### src/rtl/sram_to_sbus.sv
// Bridge from the core's byte-enable SRAM data port to a single sized, lane-aligned sbus master transaction.
// Optional stall timeout enabled by defining SRAM_TO_SBUS_TIMEOUT_EN.
module sram_to_sbus #(
    parameter int unsigned STALL_LIMIT = 16
) (
    input  logic        clk,
    input  logic        rst,
    input  logic        sram_en,
    input  logic        sram_wr,
    input  logic [3:0]  sram_be,
    input  logic [31:0] sram_addr,
    input  logic [31:0] sram_wdata,
    output logic [31:0] sram_rdata,
    output logic        sram_stall,
    output logic        sram_done,
    output logic        sram_err,
    output logic        sbus_en,
    output logic        sbus_we,
    output logic [1:0]  sbus_size,
    output logic [31:0] sbus_addr,
    output logic [31:0] sbus_data_w,
    input  logic [31:0] sbus_data_r,
    input  logic        sbus_stall
);

    localparam int unsigned W_ADDR = 32;
    localparam int unsigned W_DATA = 32;

    if (STALL_LIMIT < 1 || STALL_LIMIT > 255) begin : g_limit_check
        $error("sram_to_sbus: STALL_LIMIT must be in 1..255");
    end

    typedef enum logic [1:0] {
        IDLE = 2'd0,
        BUSY = 2'd1,
        RESP = 2'd2
    } state_t;

    state_t      state;
    logic        req_we;
    logic        req_err;
    logic [1:0]  req_size;
    logic [1:0]  req_off;

    logic        dec_ok;
    logic [1:0]  dec_size;
    logic [1:0]  dec_off;
    logic [W_DATA-1:0] rd_mask;
    logic        unused_addr_lsb;

    assign unused_addr_lsb = &{1'b0, sram_addr[1:0]};

`ifdef SRAM_TO_SBUS_TIMEOUT_EN
    localparam logic [7:0] LIMIT_M1 = 8'(STALL_LIMIT - 1);
    logic [7:0] stall_cnt;
`endif

    // Byte-enable mask to (size, lane offset); only naturally aligned masks are legal.
    always_comb begin
        dec_ok   = 1'b1;
        dec_size = 2'd0;
        dec_off  = 2'd0;
        case (sram_be)
            4'b0001: dec_off = 2'd0;
            4'b0010: dec_off = 2'd1;
            4'b0100: dec_off = 2'd2;
            4'b1000: dec_off = 2'd3;
            4'b0011: dec_size = 2'd1;
            4'b1100: begin dec_size = 2'd1; dec_off = 2'd2; end
            4'b1111: dec_size = 2'd2;
            default: dec_ok = 1'b0;
        endcase
    end

    always_ff @(posedge clk or negedge rst) begin
        if (!rst) begin
            state       <= IDLE;
            req_we      <= 1'b0;
            req_err     <= 1'b0;
            req_size    <= 2'd0;
            req_off     <= 2'd0;
            sram_stall  <= 1'b0;
            sbus_en     <= 1'b0;
            sbus_we     <= 1'b0;
            sbus_size   <= 2'd0;
            sbus_addr   <= '0;
            sbus_data_w <= '0;
`ifdef SRAM_TO_SBUS_TIMEOUT_EN
            stall_cnt   <= 8'd0;
`endif
        end else begin
            case (state)
                IDLE: begin
                    if (sram_en) begin
                        sram_stall <= 1'b1;
                        req_we     <= sram_wr;
                        req_size   <= dec_size;
                        req_off    <= dec_off;
                        if (dec_ok) begin
                            state       <= BUSY;
                            req_err     <= 1'b0;
                            sbus_en     <= 1'b1;
                            sbus_we     <= sram_wr;
                            sbus_size   <= dec_size;
                            sbus_addr   <= {sram_addr[W_ADDR-1:2], dec_off};
                            sbus_data_w <= sram_wdata >> {dec_off, 3'b000};
`ifdef SRAM_TO_SBUS_TIMEOUT_EN
                            stall_cnt   <= 8'd0;
`endif
                        end else begin
                            state   <= RESP;
                            req_err <= 1'b1;
                        end
                    end
                end
                BUSY: begin
                    if (!sbus_stall) begin
                        sbus_en <= 1'b0;
                        if (req_we) begin
                            state      <= IDLE;
                            sram_stall <= 1'b0;
                        end else begin
                            state <= RESP;
                        end
                    end else begin
`ifdef SRAM_TO_SBUS_TIMEOUT_EN
                        // Abort after STALL_LIMIT consecutive stalled cycles.
                        stall_cnt <= stall_cnt + 8'd1;
                        if (stall_cnt == LIMIT_M1) begin
                            sbus_en <= 1'b0;
                            req_err <= 1'b1;
                            state   <= RESP;
                        end
`endif
                    end
                end
                RESP: begin
                    state      <= IDLE;
                    sram_stall <= 1'b0;
                    req_err    <= 1'b0;
                end
                default: begin
                    state      <= IDLE;
                    sram_stall <= 1'b0;
                    sbus_en    <= 1'b0;
                end
            endcase
        end
    end

    // Write completion is reported in the unstalled BUSY cycle; reads and errors in RESP.
    assign sram_done = (state == RESP) || ((state == BUSY) && !sbus_stall && req_we);
    assign sram_err  = (state == RESP) && req_err;

    always_comb begin
        rd_mask = '1;
        case (req_size)
            2'd0:    rd_mask = 32'h0000_00FF;
            2'd1:    rd_mask = 32'h0000_FFFF;
            default: rd_mask = '1;
        endcase
        sram_rdata = '0;
        if ((state == RESP) && !req_err) begin
            sram_rdata = (sbus_data_r & rd_mask) << {req_off, 3'b000};
        end
    end

endmodule

### config.mk
export PLATFORM = sky130hd
export DESIGN_NAME = sram_to_sbus
export DESIGN_NICKNAME = d
export VERILOG_FILES = /design/src/rtl/sram_to_sbus.sv
export SDC_FILE = /design/constraint.sdc
export NUM_CORES = 1
export LEC_CHECK = 0
export CAP_MARGIN = 20
export CORE_AREA = 2 2 94 132
export DETAILED_ROUTE_END_ITERATION = 6
export DIE_AREA = 0 0 96 134
export PLACE_DENSITY = 0.88
export REMOVE_ABC_BUFFERS = 1
export SKIP_LAST_GASP = 1
export SLEW_MARGIN = 5
export SYNTH_ARGS = -nofsm -noshare
export SYNTH_HDL_FRONTEND = slang
export SYNTH_SLANG_ARGS = --single-unit
export TNS_END_PERCENT = 50
### constraint.sdc
create_clock -name clk -period 2.7 [get_ports clk]
set_input_delay 0.54 -clock clk [delete_from_list [all_inputs] [get_ports clk]]
set_output_delay 0.54 -clock clk [all_outputs]
set_load 0.02 [all_outputs]
==> summary.md, run 1 <==
| Metric | Value |
|---|---|
| Status | finished with violations |
| Failing checks | negative setup slack |
| Tot GR Track Use | between 20% and 30% |
| Internal power | 0.00381 W |
| DRC Markers | 0 |
| First-pass GRT wire length | between 20000 and 25000 µm |
| YS warnings | 0 |
| Fraction of registers with async set/reset | 100% |
| CORE AREA | 0.0117 mm² |
| P_leak | between 3 and 4 nW |
| Register area share after synthesis | 39.4% |
| Switching Share | between 30% and 40% |
| CTS tree | built |
| Area of the die | around 0.013 mm² |
| Comb power frac | 49.2% |
| Area leader, netlist | dfrtp_1 |
| CP max stage cell | clkdlybuf4s50_1 |
| Fmax | approximately 370 MHz |
| Cell count of the worst reg-to-reg path | 6 |
| Slew Viols, Final | 0 |
| Clk buf depth | 2 |
| Number of max-cap violations | 0 |
| Crit path max-delay family | buffers and inverters |
| Post-synth top cells | dfrtp_1 (77), mux2_4 (40), a21oi_1 (36) |
| VDD IR max | slightly above 0.5 mV |
| Design area | around 0.0074 mm² |
| Placement Rows | 47 |
| Worst EP required | roughly 2.2 ns |
| RSZ-0062 raised after global routing | yes |
| Synth top area share | 39.4% |
| Fin crit share | 101% |
| Placed cell count | ~800 |
| Clk slew on worst S/H paths | 0.06 ns |
| CP max stage delay | approximately 0.54 ns |
| Crit Path Max Fanout | 35 |
| Cell Count, Final, Fillers Out | just over 800 |
| Top-count cell post-synth | dfrtp_1 |
| IO Count | roughly 210 |
| Clock power share | a little under a fifth |
| R2R Setup Slk | 0.67 ns |
| Die width | roughly 96 µm |
| Setup bufs post-CTS | 0 |
| Worst Path Arrival | 2.18 ns |
| Final Hold Viols | 0 |
| Synth Flop Type | dfrtp_1 |
| Startpoint types | register |
| Synth cell types | 48 |
| Switching power | roughly 0.0021 W |
| Average cell area after synthesis | 10.6 µm² |
| Worst r2r dst | sbus_size[0]$_DFFE_PN0P_ |
| PortBufs | a little over 200 |
| Detailed Route Iter0 Violations | ~270 |
| ANT nets after route | 0 |
| Nets | slightly below 800 |
| Dpl cell area | approximately 0.0071 mm² |
| Pin count of the biggest net entering global routing | 48 |
| Crit end category | primary output |
| Power Density | 799 mW/mm² |
| Final worst setup slack | -0.0187 ns |
| Initial core utilization | between 40% and 50% |
| WS Path Type | register to primary output |
| CP cell instances | buf_12, mux2_2, a221oi_1, nor2_1, clkdlybuf4s50_1 |
| Area Overhead vs Synth | 51.4% |
| Clock root cell | clkbuf_16 |
| CTS H-tree depth | 3 |
| Cell Area, Synth | 0.00489 mm² |
| Filler cells | between 900 and 1000 |
| Clk_skew | 0.00637 ns |
| Worst skew pair latency | ~0.34 ns |
| Die height | about 130 µm |
| Vias per cell | roughly 5.7 |
| Routability congestion estimate from global placement | approximately 0.84 |
| Vias in the first global route | around 4800 |
| Sequential Power Share | 31.8% |
| Inserted Clock Buffers | 9 |
| Worst R2R Start | state[0]$_DFFE_PN0P_ |
| Post-Synthesis Cells | approximately 460 |
| WL final | 15800 µm |
| Max-slew headroom | between 50 and 60% |
| Initial antenna violation count | 0 |
| Clock sink total | 77 |
| Share of cells above drive strength 1 | a little under a fifth |
| Final HPWL DP | about 12000 µm |
| Least-Margin Pin Slew | 0.735 ns |
| Number of synthesized flops with an enable pin | 0 |
| Diode count | 0 |
| #FFs+latches synth | 77 |
| Router iterations before antenna repair | 5 |
| Crit path buf inv count | 2 |
| Wire per inst | approximately 19 µm |
| Hold Path Class | input pin to async pin |
| Min Tclk post-route | roughly 2.7 ns |
| Vias | 4703 |
| Gr ovfl total | 0 |
| Final setup fails | 4 |
| Cells taking the most area after synthesis | dfrtp_1 (39%), mux2_4 (12%), a22o_1 (5.9%) |
state kept, by name, summed over array words and instances, names as in the netlist:
| name | cells |
|---|---|
| sbus_addr | 32 |
| sbus_data_w | 32 |
| req_off | 2 |
| req_size | 2 |
| sbus_size | 2 |
| state | 2 |
| req_err | 1 |
| req_we | 1 |
| sbus_en | 1 |
| sbus_we | 1 |
| sram_stall | 1 |
metrics by stage:
step / utilization [%] / setup slack, ns / setup TNS, ns / total power [W] / hold slack (ns)
floorplan: - / -1.69 / -104.82 / 0.00335 / 0.244
global placement: 60.7 / 0.0136 / 0 / 0.00472 / 0.468
detailed placement: 60.7 / -0.0112 / -0.0112 / 0.00481 / 0.467
CTS: 63.0 / -0.0588 / -0.486 / 0.00595 / 0.186
global route: 63.3 / -0.147 / -0.736 / 0.00618 / 0.216
finish: 63.3 / -0.0187 / -0.0510 / 0.00591 / 0.171
repair_timing:
item	in CTS	in global routing
endpoints found under the setup margin	32	20
resized for setup	16	11
hold buffers	0	0
hold endpoints to repair	0	0
gates cloned	0	0
pin swaps	0	0
per-layer routing:
layer  wire length [µm]  global-route usage, %
met3               1050                   4.83
met2               8390                   42.6
met5                  0                      0
met4                627                   11.9
met1               5770                   26.7
power groups by stage:
stage / Sequential (W) / Combinational, W / Clock [W]
after floorplan: 0.00241 / 0.000943 / 0
after global placement: 0.00187 / 0.00285 / 0
after detailed placement: 0.00190 / 0.00292 / 0
after CTS: 0.00188 / 0.00293 / 0.00114
after global routing: 0.00194 / 0.00306 / 0.00118
final: 0.00188 / 0.00291 / 0.00112
worst max path at each step:
stage / cells after the start / start / slack (ns) / endpoint
after global routing: 5 / req_off[0]$_DFFE_PN0P_ / -0.15 / sram_rdata[17]
after floorplan: 4 / sram_be[3] / -1.69 / sbus_addr[29]$_DFFE_PN0P_
after global placement: 5 / sbus_data_r[15] / 0.01 / sram_rdata[23]
after detailed placement: 5 / sbus_data_r[20] / -0.01 / sram_rdata[20]
final: 5 / req_off[0]$_DFFE_PN0P_ / -0.02 / sram_rdata[17]
after CTS: 5 / req_off[0]$_DFFE_PN0P_ / -0.06 / sram_rdata[20]
kinds of logic after synthesis:
family	Yosys count	synth area share, %
AO/OA/AOI/OAI	127	19.0
multiplexers	79	20.9
AND/OR/NAND/NOR	127	14.5
flip-flops	77	39.4
buffers and inverters	50	5.86
XOR/XNOR	2	0.358
cell usage in the layout, fill, tap and decap left out, types with 3 or more instances in the layout:
cell and count:
or2_2 3, nand2_2 3, a21oi_1 36, dfrtp_1 76, o21ai_0 11, nor3b_1 8, dlygate4sd2_1 12, mux2_4 40
clkdlybuf4s50_1 182, nor3_1 3, a22o_1 33, mux2_2 23, o22ai_1 8, a221o_1 16, a221oi_1 8, nand3_1 4
clkbuf_16 9, inv_1 11, dlymetal6s2s_1 9, nand2b_1 9, and2_1 8, nor2_1 27, buf_4 25, mux2i_1 16
nand2_1 23, nand3b_1 24
final cells by class:
class	instances	area (µm²)	area share, %
Multi-Input combinational cell	335	2700	36.4
Timing Repair Buffer	231	2270	30.7
Sequential cell	77	1930	26.0
Clock buffer	11	243	3.28
Tap cell	147	184	2.48
Inverter	12	45.0	0.609
Clock inverter	5	35.0	0.473
Note: power is estimated with default switching activity, not from simulation.
==> inputs of run 2 (changes only) <==
--- a/config.mk
+++ b/config.mk
@@ -5,6 +5,7 @@
 export SDC_FILE = /design/constraint.sdc
 export NUM_CORES = 1
 export LEC_CHECK = 0
+export ABC_CLOCK_PERIOD_IN_PS = 2700
 export CAP_MARGIN = 20
 export CORE_AREA = 2 2 94 132
 export DETAILED_ROUTE_END_ITERATION = 6
==> results of run 2 <==
Same layout as run 1: the final DEF is identical, and so are final timing and power.
==> RTL edit 1: new RTL, settings of run 2 <==
Re-encode `state_t` (3 states) as one-hot, 3 bits wide.
--- a/src/rtl/sram_to_sbus.sv
+++ b/src/rtl/sram_to_sbus.sv
@@ -31,8 +31,8 @@
     end
 
-    typedef enum logic [1:0] {
-        IDLE = 2'd0,
-        BUSY = 2'd1,
-        RESP = 2'd2
+    typedef enum logic [2:0] {
+        IDLE = 3'b001,
+        BUSY = 3'b010,
+        RESP = 3'b100
     } state_t;
 
Formal check against the unedited RTL: same outputs for any inputs over 4 cycles, from zero or initial values and one cycle with rst low; so few cycles prove little.
==> RTL edit 1 against run 2 <==
The flow still finishes with violations (setup timing). Worst setup slack got worse by 0.062 ns. Routed wire length increased by 3.6%. Total power increased by 12%. Clock skew decreased by 0.00052 ns. Die area unchanged. Synthesized cell count increased by 6.9%. Hold slack got worse by 0.13 ns. Area after synthesis increased by 3.1%. Sequential cell count increased by 1. Cell area increased by 3.5%. Critical path type unchanged.
==> RTL edit 1: results (changes against run 2) <==
status: finished with violations
failing checks: setup timing
Clock Path Buffers: 2 (unchanged)
share of post-route cells with drive strength above 1: 0.164 (-0.0160)
Max IR drop VDD: 0.730 mV (+45%)
final setup vio count: 9 (+5)
Slew headroom: 0.570 (+0.0608)
Clock transition at path regs: 0.06 ns (about the same)
initial detailed-routing violation count: 384 (+42%)
root buf cell: clkbuf_16
Post-Route Setup TNS: -0.578 ns (-0.527 ns)
Nets: 806 (+4.5%)
sequential area share after synthesis: 0.387 (-0.00662)
Yosys cell types: 53 (+10%)
register area: 1950 µm² (+1.4%)
Placed Instances: 832 (+3.7%)
post-synthesis mux area share: 0.194 (-0.0142)
syn_area_per_cell: 10.2 µm² (-3.6%)
worst setup margin: -0.0811 ns (-0.0624 ns)
antenna cells: 0 (unchanged)
CP Max Fanout: 8 (-77%)
initial antenna violation count: 0 (unchanged)
Vias/cell: 5.62 (-2.3%)
pin count of the biggest net entering global routing: 79 (+65%)
# fillers: 908 (-1.3%)
R2R setup slack: 0.80 ns (+0.13 ns)
Worst Reg-to-Reg Cells: 5 (-1)
biggest regs: sbus_addr: 32 flops, sbus_data_w: 32 flops, state: 3 flops
Post-Synth Adder-Cell Area: 0 (unchanged)
Slowest Stage Delay on Critical Path: 0.61 ns (+0.07 ns)
pre-CTS setup slack: -0.0475 ns (-0.0363 ns)
total track usage: 0.247 (+0.00664)
first-pass GRT wire length: 24500 µm (+2.3%)
total CTS buffers: 9 (unchanged)
Synth Area in XOR/XNOR: 0.00347 (-0.000108)
Routability Congestion: 0.921 (+10%)
Hold Slack: 0.0372 ns (-0.134 ns)
Critical path origin: state[1]
DP Area: 7250 µm² (+2.0%)
Detailed Routing Iterations Pass 1: 5 (unchanged)
CP endpoint: sram_rdata[15]
worst r2r src: state[0]
Slowest-stage cell, CP: clkdlybuf4s50_1
Worst EP arrival: 2.24 ns (+0.06 ns)
vias in the first global route: 4924 (+2.6%)
Worst Hold Class: in2async
I/O Buffers: 205 (unchanged)
top cells by count, synth: dfrtp_1, a21oi_1, mux2_4, nand2_1, nand3b_1
Synth Warn #: 0 (unchanged)
Synth area leaders: dfrtp_1, mux2_4, mux2_2
Layout Skew: 0.00585 ns (-0.000522 ns)
final WL: 16400 µm (+3.6%)
Synth Area in Compound Gates: 0.178 (-0.0119)
leakage: 3.28 nW (+2.4%)
DP Wirelength: 12400 µm (+5.3%)
ys async rst share: 1.00 (unchanged)
reg2reg end: sbus_data_w[17]
Post-Layout Cell Count: 853 (+4.3%)
## RTL edit 1: metal layers
metal,wire [µm],up-vias,GRT usage,part of all wire
met2,8560,230,0.447,0.52
met5,0,-,0,0
met4,654,0,0.106,0.040
met3,1240,43,0.0635,0.076
li1,-,2213,-,-
met1,5960,2307,0.264,0.36
## RTL edit 1: what timing repair did
action | CTS | global route
pin swaps | 1 | 0
gates resized for setup | 16 | 10
setup buffers | 3 | 0
endpoints found under the setup margin | 32 | 17
endpoints found under the hold margin | 0 | 0
cloned | 0 | 1
hold buffers | 0 | 0
## RTL edit 1: where the power goes
group	internal [mW]	switching, mW
sequential	1.71	0.340
clock	0.840	0.501
combinational	1.73	1.53
total	4.28	2.37
## RTL edit 1: area by class of cell
type | instances | share of cell area
clock buffer | 10 | 0.0312
sequential | 78 | 0.255
multi-input combinational | 357 | 0.360
timing repair buffer | 238 | 0.309
inverter | 17 | 0.00833
clock inverter | 6 | 0.0118
tap | 147 | 0.0240
==> RTL edit 2: new RTL, flow settings as in run 2 <==
Without the edit above. The localparam `W_DATA` goes from 32 to 24.
--- a/src/rtl/sram_to_sbus.sv
+++ b/src/rtl/sram_to_sbus.sv
@@ -25,5 +25,5 @@
 
     localparam int unsigned W_ADDR = 32;
-    localparam int unsigned W_DATA = 32;
+    localparam int unsigned W_DATA = 24;
 
     if (STALL_LIMIT < 1 || STALL_LIMIT > 255) begin : g_limit_check
Function: changed (a bounded check fails within 4 cycles, from zero or initial values and one cycle with rst low).
==> RTL edit 2 against run 2 <==
Total power fell by 2.5%. Worst setup slack better by 0.050 ns. Sequential cell count unchanged. Via count decreased by 2.1%. Cell area down 4.7%. Non-clock buffer count up 6. Routed wire length decreased by 4.3%. Area after synthesis down 9.2%. Critical endpoint is now sram_rdata[14]. Largest cell class is now non-clock buffers.
==> RTL edit 2: results (changes against run 2) <==
Hold Slack: 0.0446 ns (-0.127 ns)
I/O Buffers: 197 (-3.9%)
Yosys cell types: 40 (-17%)
DP Area: 6740 µm² (-5.1%)
switching share of power: 0.361 (+0.00526)
post-synthesis mux area share: 0.125 (-0.0831)
Worst Tran Pin Value: 0.722 ns (-0.0134 ns)
main combinational cell family by area after synthesis: compound AO/OA/AOI/OAI gates
Post-Synth Adder-Cell Area: 0 (unchanged)
most common flop cell mapped by yosys: dfrtp_1
top cells by count, synth: o21ai_0, dfrtp_1, clkbuf_1, mux2_2, nor2_1
total CTS buffers: 9 (unchanged)
Detailed Routing Iterations Pass 1: 6 (+1)
Multi-input gate area: 2320 µm² (-14%)
Nets: 762 (-1.2%)
R2R setup slack: 0.79 ns (+0.12 ns)
Synth Area in XOR/XNOR: 0.00592 (+0.00234)
pin count of the biggest net entering global routing: 69 (+44%)
DP Wirelength: 11300 µm (-3.7%)
sequential area share after synthesis: 0.434 (+0.0400)
met3 wire length: 1490 µm (+42%)
ys async rst share: 1.00 (unchanged)
routing usage on met3: 0.0747 (+0.0264)
share of post-route cells with drive strength above 1: 0.154 (-0.0262)
met2 WL: 7860 µm (-6.3%)
CP Max Fanout: 2 (-94%)
Clk network pwr share: 0.192 (+0.003)
vias in the first global route: 4748 (-1.0%)
initial detailed-routing violation count: 331 (+22%)
status: finished clean
Layout Skew: 0.00477 ns (-0.00160 ns)
Cell Pwr Density: 818 nW/µm² (+2.4%)
Synth Warn #: 0 (unchanged)
Critical path origin: sbus_data_r[14]
reg2reg end: sbus_addr[15]
crit share post-route: 0.988 (-0.0185)
global routing usage on met2: 0.421 (-0.00540)
Synth Area in Compound Gates: 0.281 (+0.0903)
syn_area_per_cell: 9.76 µm² (-7.8%)
mean routed wirelength per cell: 18.7 µm (-3.3%)
Routability Congestion: 0.871 (+4.1%)
initial antenna violation count: 1 (+1)
first-pass GRT wire length: 23700 µm (-1.2%)
Max IR drop VDD: 0.582 mV (+15%)
Synth area leaders: dfrtp_1, o21ai_0, mux2_2
met1 usage: 0.240 (-0.0267)
pre-CTS setup slack: -0.0542 ns (-0.0430 ns)
leakage: 3.01 nW (-6.1%)
CP endpoint: sram_rdata[14]
Placed Instances: 793 (-1.1%)
Met1 Routed Length: 5340 µm (-7.5%)
Worst EP arrival: 2.13 ns (-0.05 ns)
Worst Reg-to-Reg Cells: 4 (-2)
Post-Layout Cell Count: 810 (-0.98%)
vias post-DR: 4603 (-2.1%)
# fillers: 983 (+6.8%)
Post-Route Setup TNS: 0 ns (+0.0510 ns)
total track usage: 0.234 (-0.00608)
[RTL edit 2: cell count changes in the layout (fill, tap and decap cells not counted), moves of 9 or more]
cell / before / now
nand3b_1: 24 / 2
mux2_4: 40 / 10
a32oi_1: 0 / 9
a21oi_1: 36 / 15
nor2b_1: 1 / 12
buf_4: 25 / 38
a221o_1: 16 / 0
o21ai_0: 11 / 81
a22oi_1: 0 / 17
[RTL edit 2: worst max-delay path: stages]
cell	delay [ns]
clkdlybuf4s50_1	0.47
o21ai_0	0.08
o21ai_1	0.22
nor2b_1	0.19
clkdlybuf4s50_1	0.62
[RTL edit 2: what timing repair did]
item,in CTS,in global routing
hold endpoints to repair,0,0
gates resized for setup,8,13
endpoints found under the setup margin,17,25
[RTL edit 2: layout make-up]
type | count | share of cell area
antenna | 1 | 0.000355
clock buffer | 12 | 0.0364
multi-input combinational | 329 | 0.329
inverter | 3 | 0.00160
timing repair buffer | 237 | 0.331
sequential | 77 | 0.273
tap | 147 | 0.0261
clock inverter | 4 | 0.00319
